### src/rtl/ps2_host_tx_pkg.sv
// Shared PS/2 definitions: state encodings, command bytes, timing defaults and
// field widths used by the host transmit path (and the receive path).
package ps2_host_tx_pkg;

  // XFER is reserved for the receive path; the transmitter moves straight from REQ to ACK.
  typedef enum logic [2:0] {
    S_IDLE      = 3'd0,
    S_INHIBIT   = 3'd1,
    S_REQ       = 3'd2,
    S_XFER      = 3'd3,
    S_ACK       = 3'd4,
    S_WAIT_IDLE = 3'd5,
    S_DONE      = 3'd6
  } ps2_state_e;

  localparam logic [7:0] PS2_CMD_SET_LEDS = 8'hED;
  localparam logic [7:0] PS2_CMD_RESET    = 8'hFF;
  localparam logic [7:0] PS2_RSP_ACK      = 8'hFA;

  localparam int unsigned DEF_INHIBIT_CYCLES = 5000;     // 100 us at 50 MHz
  localparam int unsigned DEF_TIMEOUT_CYCLES = 1000000;  // 20 ms at 50 MHz
  localparam int unsigned DEF_SYNC_STAGES    = 2;

  localparam int unsigned BYTE_W = 8;
  localparam int unsigned CNT_W  = 20;  // shared inhibit / timeout counter
  localparam int unsigned EDGE_W = 4;   // device clock falling-edge counter

  // Odd parity bit: makes the total number of ones in data+parity odd.
  function automatic logic odd_parity(input logic [BYTE_W-1:0] d);
    return ~^d;
  endfunction

endpackage

### src/rtl/ps2_host_tx_sync_edge.sv
// Multi-stage synchronizer for one raw PS/2 pin plus a falling-edge detector.
// Ports:
//   clock, reset : system clock, synchronous active-high reset
//   pin          : raw asynchronous pin level
//   level        : synchronized level (idles high after reset)
//   fall_c       : combinational pulse, synced level was 1 last cycle and is 0 now
module ps2_host_tx_sync_edge #(
  parameter int unsigned SYNC_STAGES = 2
) (
  input  logic clock,
  input  logic reset,
  input  logic pin,
  output logic level,
  output logic fall_c
);

  logic [SYNC_STAGES-1:0] sync_q;
  logic                   level_prev;

  // Reset to 1 so a released (pulled-up) line never looks like a fall.
  always_ff @(posedge clock) begin
    if (reset) begin
      sync_q     <= '1;
      level_prev <= 1'b1;
    end else begin
      sync_q     <= {sync_q[SYNC_STAGES-2:0], pin};
      level_prev <= sync_q[SYNC_STAGES-1];
    end
  end

  assign level  = sync_q[SYNC_STAGES-1];
  assign fall_c = level_prev & ~level;

endmodule

### src/rtl/ps2_host_tx.sv
// Host-to-device PS/2 transmitter: inhibits the bus, issues a request-to-send,
// shifts out one byte LSB first with odd parity and stop bit on device clock
// falls, then samples the device ACK. Every output is registered.
// Ports:
//   clock, reset             : system clock, synchronous active-high reset
//   tx_start, tx_data        : request pulse and byte, accepted only when tx_ready
//   tx_ready, busy           : idle indication and its complement
//   tx_done, tx_error        : one-cycle end-of-transfer pulse, error qualifier
//   ps2_clk_in, ps2_data_in  : raw open-drain pin levels
//   ps2_clk_oe, ps2_data_oe  : 1 = pull the corresponding line low
module ps2_host_tx
  import ps2_host_tx_pkg::*;
#(
  parameter int unsigned INHIBIT_CYCLES = DEF_INHIBIT_CYCLES,
  parameter int unsigned TIMEOUT_CYCLES = DEF_TIMEOUT_CYCLES,
  parameter int unsigned SYNC_STAGES    = DEF_SYNC_STAGES
) (
  input  logic              clock,
  input  logic              reset,
  input  logic              tx_start,
  input  logic [BYTE_W-1:0] tx_data,
  output logic              tx_ready,
  output logic              busy,
  output logic              tx_done,
  output logic              tx_error,
  input  logic              ps2_clk_in,
  input  logic              ps2_data_in,
  output logic              ps2_clk_oe,
  output logic              ps2_data_oe
);

  localparam logic [CNT_W-1:0]  INHIBIT_LAST = CNT_W'(INHIBIT_CYCLES - 1);
  localparam logic [CNT_W-1:0]  INHIBIT_PRE  = CNT_W'(INHIBIT_CYCLES - 2);
  localparam logic [CNT_W-1:0]  TIMEOUT_LAST = CNT_W'(TIMEOUT_CYCLES - 1);
  localparam logic [EDGE_W-1:0] DATA_EDGES   = EDGE_W'(8);

  logic clk_s, clk_fall_c;
  logic data_s, data_fall_unused_c;

  ps2_host_tx_sync_edge #(.SYNC_STAGES(SYNC_STAGES)) u_clk_sync (
    .clock  (clock),
    .reset  (reset),
    .pin    (ps2_clk_in),
    .level  (clk_s),
    .fall_c (clk_fall_c)
  );

  // Data line only needs its level; its edge output is not used by this path.
  ps2_host_tx_sync_edge #(.SYNC_STAGES(SYNC_STAGES)) u_data_sync (
    .clock  (clock),
    .reset  (reset),
    .pin    (ps2_data_in),
    .level  (data_s),
    .fall_c (data_fall_unused_c)
  );

  ps2_state_e         state, state_d;
  logic [CNT_W-1:0]   cnt, cnt_d;
  logic [EDGE_W-1:0]  edge_cnt, edge_cnt_d;
  logic [BYTE_W-1:0]  shift, shift_d;
  logic               parity, parity_d;
  logic               ack_fail, ack_fail_d;
  logic               clk_oe_d, data_oe_d;

  // Next-state and next-output logic.
  always_comb begin
    state_d    = state;
    cnt_d      = cnt;
    edge_cnt_d = edge_cnt;
    shift_d    = shift;
    parity_d   = parity;
    ack_fail_d = ack_fail;
    data_oe_d  = ps2_data_oe;

    unique case (state)
      S_IDLE: begin
        if (tx_start) begin
          state_d    = S_INHIBIT;
          cnt_d      = '0;
          edge_cnt_d = '0;
          shift_d    = tx_data;
          parity_d   = odd_parity(tx_data);
          ack_fail_d = 1'b0;
          // A one-cycle inhibit is also its own last cycle.
          data_oe_d  = (INHIBIT_CYCLES == 1);
        end
      end

      S_INHIBIT: begin
        cnt_d = cnt + CNT_W'(1);
        // Start bit goes low in the last inhibit cycle while the clock is still held.
        if (cnt == INHIBIT_PRE) begin
          data_oe_d = 1'b1;
        end
        if (cnt == INHIBIT_LAST) begin
          state_d    = S_REQ;
          cnt_d      = '0;
          edge_cnt_d = '0;
          data_oe_d  = 1'b1;
        end
      end

      S_REQ, S_ACK, S_WAIT_IDLE: begin
        cnt_d = cnt + CNT_W'(1);
        if (cnt == TIMEOUT_LAST) begin
          state_d    = S_DONE;
          ack_fail_d = 1'b1;
          data_oe_d  = 1'b0;
        end else if (state == S_REQ) begin
          // Drive the next bit right after each fall so it settles before the rise.
          if (clk_fall_c) begin
            edge_cnt_d = edge_cnt + EDGE_W'(1);
            if (edge_cnt < DATA_EDGES) begin
              data_oe_d = ~shift[0];
              shift_d   = {1'b0, shift[BYTE_W-1:1]};
            end else if (edge_cnt == DATA_EDGES) begin
              data_oe_d = ~parity;
            end else begin
              data_oe_d = 1'b0;
              state_d   = S_ACK;
            end
          end
        end else if (state == S_ACK) begin
          if (clk_fall_c) begin
            ack_fail_d = data_s;
            state_d    = S_WAIT_IDLE;
          end
        end else if (clk_s && data_s) begin
          state_d = S_DONE;
        end
      end

      S_DONE: begin
        state_d    = S_IDLE;
        cnt_d      = '0;
        edge_cnt_d = '0;
      end

      default: begin
        state_d   = S_IDLE;
        data_oe_d = 1'b0;
      end
    endcase

    clk_oe_d = (state_d == S_INHIBIT);
  end

  // State, datapath and registered outputs.
  always_ff @(posedge clock) begin
    if (reset) begin
      state       <= S_IDLE;
      cnt         <= '0;
      edge_cnt    <= '0;
      shift       <= '0;
      parity      <= 1'b0;
      ack_fail    <= 1'b0;
      tx_ready    <= 1'b1;
      busy        <= 1'b0;
      tx_done     <= 1'b0;
      tx_error    <= 1'b0;
      ps2_clk_oe  <= 1'b0;
      ps2_data_oe <= 1'b0;
    end else begin
      state       <= state_d;
      cnt         <= cnt_d;
      edge_cnt    <= edge_cnt_d;
      shift       <= shift_d;
      parity      <= parity_d;
      ack_fail    <= ack_fail_d;
      tx_ready    <= (state_d == S_IDLE);
      busy        <= (state_d != S_IDLE);
      tx_done     <= (state_d == S_DONE);
      tx_error    <= (state_d == S_DONE) && ack_fail_d;
      ps2_clk_oe  <= clk_oe_d;
      ps2_data_oe <= data_oe_d;
    end
  end

endmodule

### config.mk
export PLATFORM = sky130hd
export DESIGN_NAME = ps2_host_tx
export DESIGN_NICKNAME = d
export VERILOG_FILES = /design/src/rtl/ps2_host_tx_pkg.sv /design/src/rtl/ps2_host_tx_sync_edge.sv /design/src/rtl/ps2_host_tx.sv
export SDC_FILE = /design/constraint.sdc
export NUM_CORES = 1
export LEC_CHECK = 0
export CORE_AREA = 4 4 79 81
export DETAILED_ROUTE_END_ITERATION = 7
export DIE_AREA = 0 0 83 85
export PLACE_DENSITY = 0.6
export SLEW_MARGIN = 20
export SYNTH_ARGS = -nofsm -noshare
export SYNTH_HDL_FRONTEND = slang
export SYNTH_SLANG_ARGS = --single-unit
export TNS_END_PERCENT = 5
### constraint.sdc
create_clock -name clock -period 4.7 [get_ports clock]
set_clock_uncertainty 0.2 [all_clocks]
set_input_delay 0.705 -clock clock [delete_from_list [all_inputs] [get_ports clock]]
set_output_delay 0.705 -clock clock [all_outputs]
set_load 0.005 [all_outputs]
==> metrics.txt <==
hpwl dp=3610 um; top cells by count, synth=48 x dfxtp_1, 42 x nor2_1, 30 x nand2_1; core area=5470 sq um; Port Buffers=18; minimum clock period=3.11 ns; vias in the first global route=1874; setup_tns=0 ns; Routed WL per cell=13.3 um; row count=27; Worst Max-Slew Pin Slew=0.948 ns; relative slew slack=0.352; Top delay family on crit path=compound AO/OA/AOI/OAI gates; Yosys warning count=0; Final Hold Viols=0; CP Class=input port to flop; CP Data Arrival Time=3.11 ns; RSZ-0062 raised after global routing=no; outcome=complete, no violations; Routed Wire Length=5000 um; most common cell in the netlist=dfxtp_1; Critical-path top delay cell=a2111oi_0; ys async rst share=0; CTS resizes=0; highest ir drop seen on vdd=0.000124 V; WP depth=7; CTS H-Tree Depth=2; first-pass GRT wire length=8740 um; initial core utilization=0.442; area leader, netlist=dfxtp_1; Total GRT Usage=0.147; Worst Path Buf+Inv=1; Max clock buf depth=2; CP startpoint kind=input port; setup violators final=0; Sink Count=48; ys flop type=dfxtp_1; Mapped Area=2420 sq um; Root Buffer=clkbuf_8; DRC=0; Cell Chain, Critical Path=clkdlybuf4s50_1, nor4_1, a2111oi_0, nand3_1, nor3_1, xnor2_1, nor2_1; worst hold slack=0.214 ns; Placer Congestion=0.797; Crit path largest cell delay=0.88 ns; Final Slew Violations=0; post-synthesis net count=305; grt ovf=0; pwr dens=294 nW/um^2; Crit path required time=4.70 ns; total CTS buffers=5; CTS Hold Bufs=0; Fmax=0.321 GHz; R2R depth=6; post-synth cell types=49; HP Class=flop to flop; syn avg cell area=8.39 sq um; Crit Path Max Fanout=5; part of the power in registers=0.532; Synth Register Bits=48; worst hold stages=1; share of cells above drive strength 1=0.102; Post-synth EDFFs=0; DRT antenna net count=0; max-cap viol count=0; Via density=5.39; Pre-antenna DRT Iters=4; largest net degree at the start of global routing=30; switching pwr=0.191 mW; Static Leak=0.948 nW; Setup Fix Bufs, Post-CTS=0; Synth Instances=288; die height=85 um; vias=2025; P_int=0.615 mW; fill count=555; CTS tree=done; Skew-Pair Late Insertion Delay=0.31 ns; sequential-to-total area share from yosys stat=0.398; fin nets=320; Synth top area share=0.398; Die ar.=7060 sq um; switching share of power=0.237; area grow syn2layout=13.3%; Clock power frac=0.371; clk slew on worst S/H paths=0.09 ns; CP endpoint kind=flop; number of antenna violations at the first check in global routing=0; n_diodes=0; Ports=19; largest cells by area after synthesis=dfxtp_1 40%, nor2_1 6.5%, xnor2_1 6.2%, nand2_1 4.7%, a21oi_1 2.7%; Tcrit/Tclk final=0.662; starting DRC count in detailed routing=80; Comb power frac=0.098; chip width=83 um
## metrics by stage
step                std cells  worst slack [ns]   util  power, mW  area (sq um)
CTS                       376              1.62  0.501      0.815          2740
floorplan                 288              2.25      -      0.490          2420
detailed placement        368              1.31  0.481      0.518          2630
global route              376              1.27  0.500      0.838          2740
global placement          368              1.43  0.481      0.517          2630
finish                    376              1.59  0.500      0.806          2740
## final timing paths
| check | from | endpoint | slack (ns) |
|---|---|---|---|
| hold reg to reg | u_clk_sync.sync_q[0]$_SDFF_PP1_ | u_clk_sync.sync_q[1]$_SDFF_PP1_ | 0.21 |
| setup reg to reg | state[1]$_SDFF_PP0_ | cnt[19]$_SDFFE_PP0P_ | 1.71 |
| setup / recovery | tx_start | cnt[19]$_SDFFE_PP0P_ | 1.59 |
| hold / removal | u_clk_sync.sync_q[0]$_SDFF_PP1_ | u_clk_sync.sync_q[1]$_SDFF_PP1_ | 0.21 |
## cell families after synthesis
group	count (synthesis)	synth area share
compound gates	48	0.146
xor+xnor	24	0.0870
fa+ha+maj	4	0.0207
buf+inv	23	0.0471
flops	48	0.398
mux	2	0.00880
simple gates	139	0.292
## registers in the layout, summed over array words and instances (netlist names), 2 cells and up
signal              count
cnt                    20
shift                   8
edge_cnt                4
state                   3
u_clk_sync.sync_q       2
u_data_sync.sync_q      2
## final cells by class
class / count / area, sq um / area share
Tap cell: 72 / 90.1 / 0.0329
Sequential cell: 48 / 961 / 0.351
Timing Repair Buffer: 19 / 183 / 0.0667
Multi-Input combinational cell: 217 / 1350 / 0.492
Clock buffer: 5 / 68.8 / 0.0251
Clock inverter: 3 / 42.5 / 0.0155
Inverter: 12 / 45.0 / 0.0165
## worst reg2reg max path, delay by kind of cell, from the launching register on
| family | cells | cell delay [ns] |
|---|---|---|
| simple gates | 4 | 0.94 |
| flops | 1 | 0.71 |
| compound gates | 1 | 0.88 |
| xor+xnor | 1 | 0.14 |
## routing by layer
metal / up-vias / GRT usage / part of all wire
li1: 1043 / - / -
met1: 933 / 0.210 / 0.51
met2: 38 / 0.218 / 0.43
met3: 11 / 0.0243 / 0.035
met4: 0 / 0.0594 / 0.022
met5: - / 0 / 0
## cell usage in the layout (no fill, tap or decap), types with 2 or more instances in the layout
master           instances
or2_2                    7
nand3_1                 13
nor3_1                  11
a311oi_1                 7
nor4_4                   2
xnor2_1                 17
clkdlybuf4s50_1         17
nor4_1                   4
xor2_1                   7
ha_1                     4
nand2_1                 30
o21a_1                   2
nand4_1                  7
dfxtp_1                 48
a211o_1                  3
nand2b_1                 2
a31o_2                   3
nor2b_1                  3
inv_1                   12
o211ai_1                 3
nor2_1                  42
o21ai_0                  4
clkbuf_8                 5
or3_1                    3
a21oi_1                 13
and2_1                   4
and3_1                   4
## power by group through the flow
stage               clock (mW)  combinational, mW  sequential (mW)
floorplan                    0             0.0548            0.436
global placement             0             0.0792            0.438
detailed placement           0             0.0796            0.438
CTS                      0.306             0.0802            0.429
global route             0.319             0.0876            0.431
finish                   0.299             0.0787            0.429
Power figures use the tool's default switching activity.
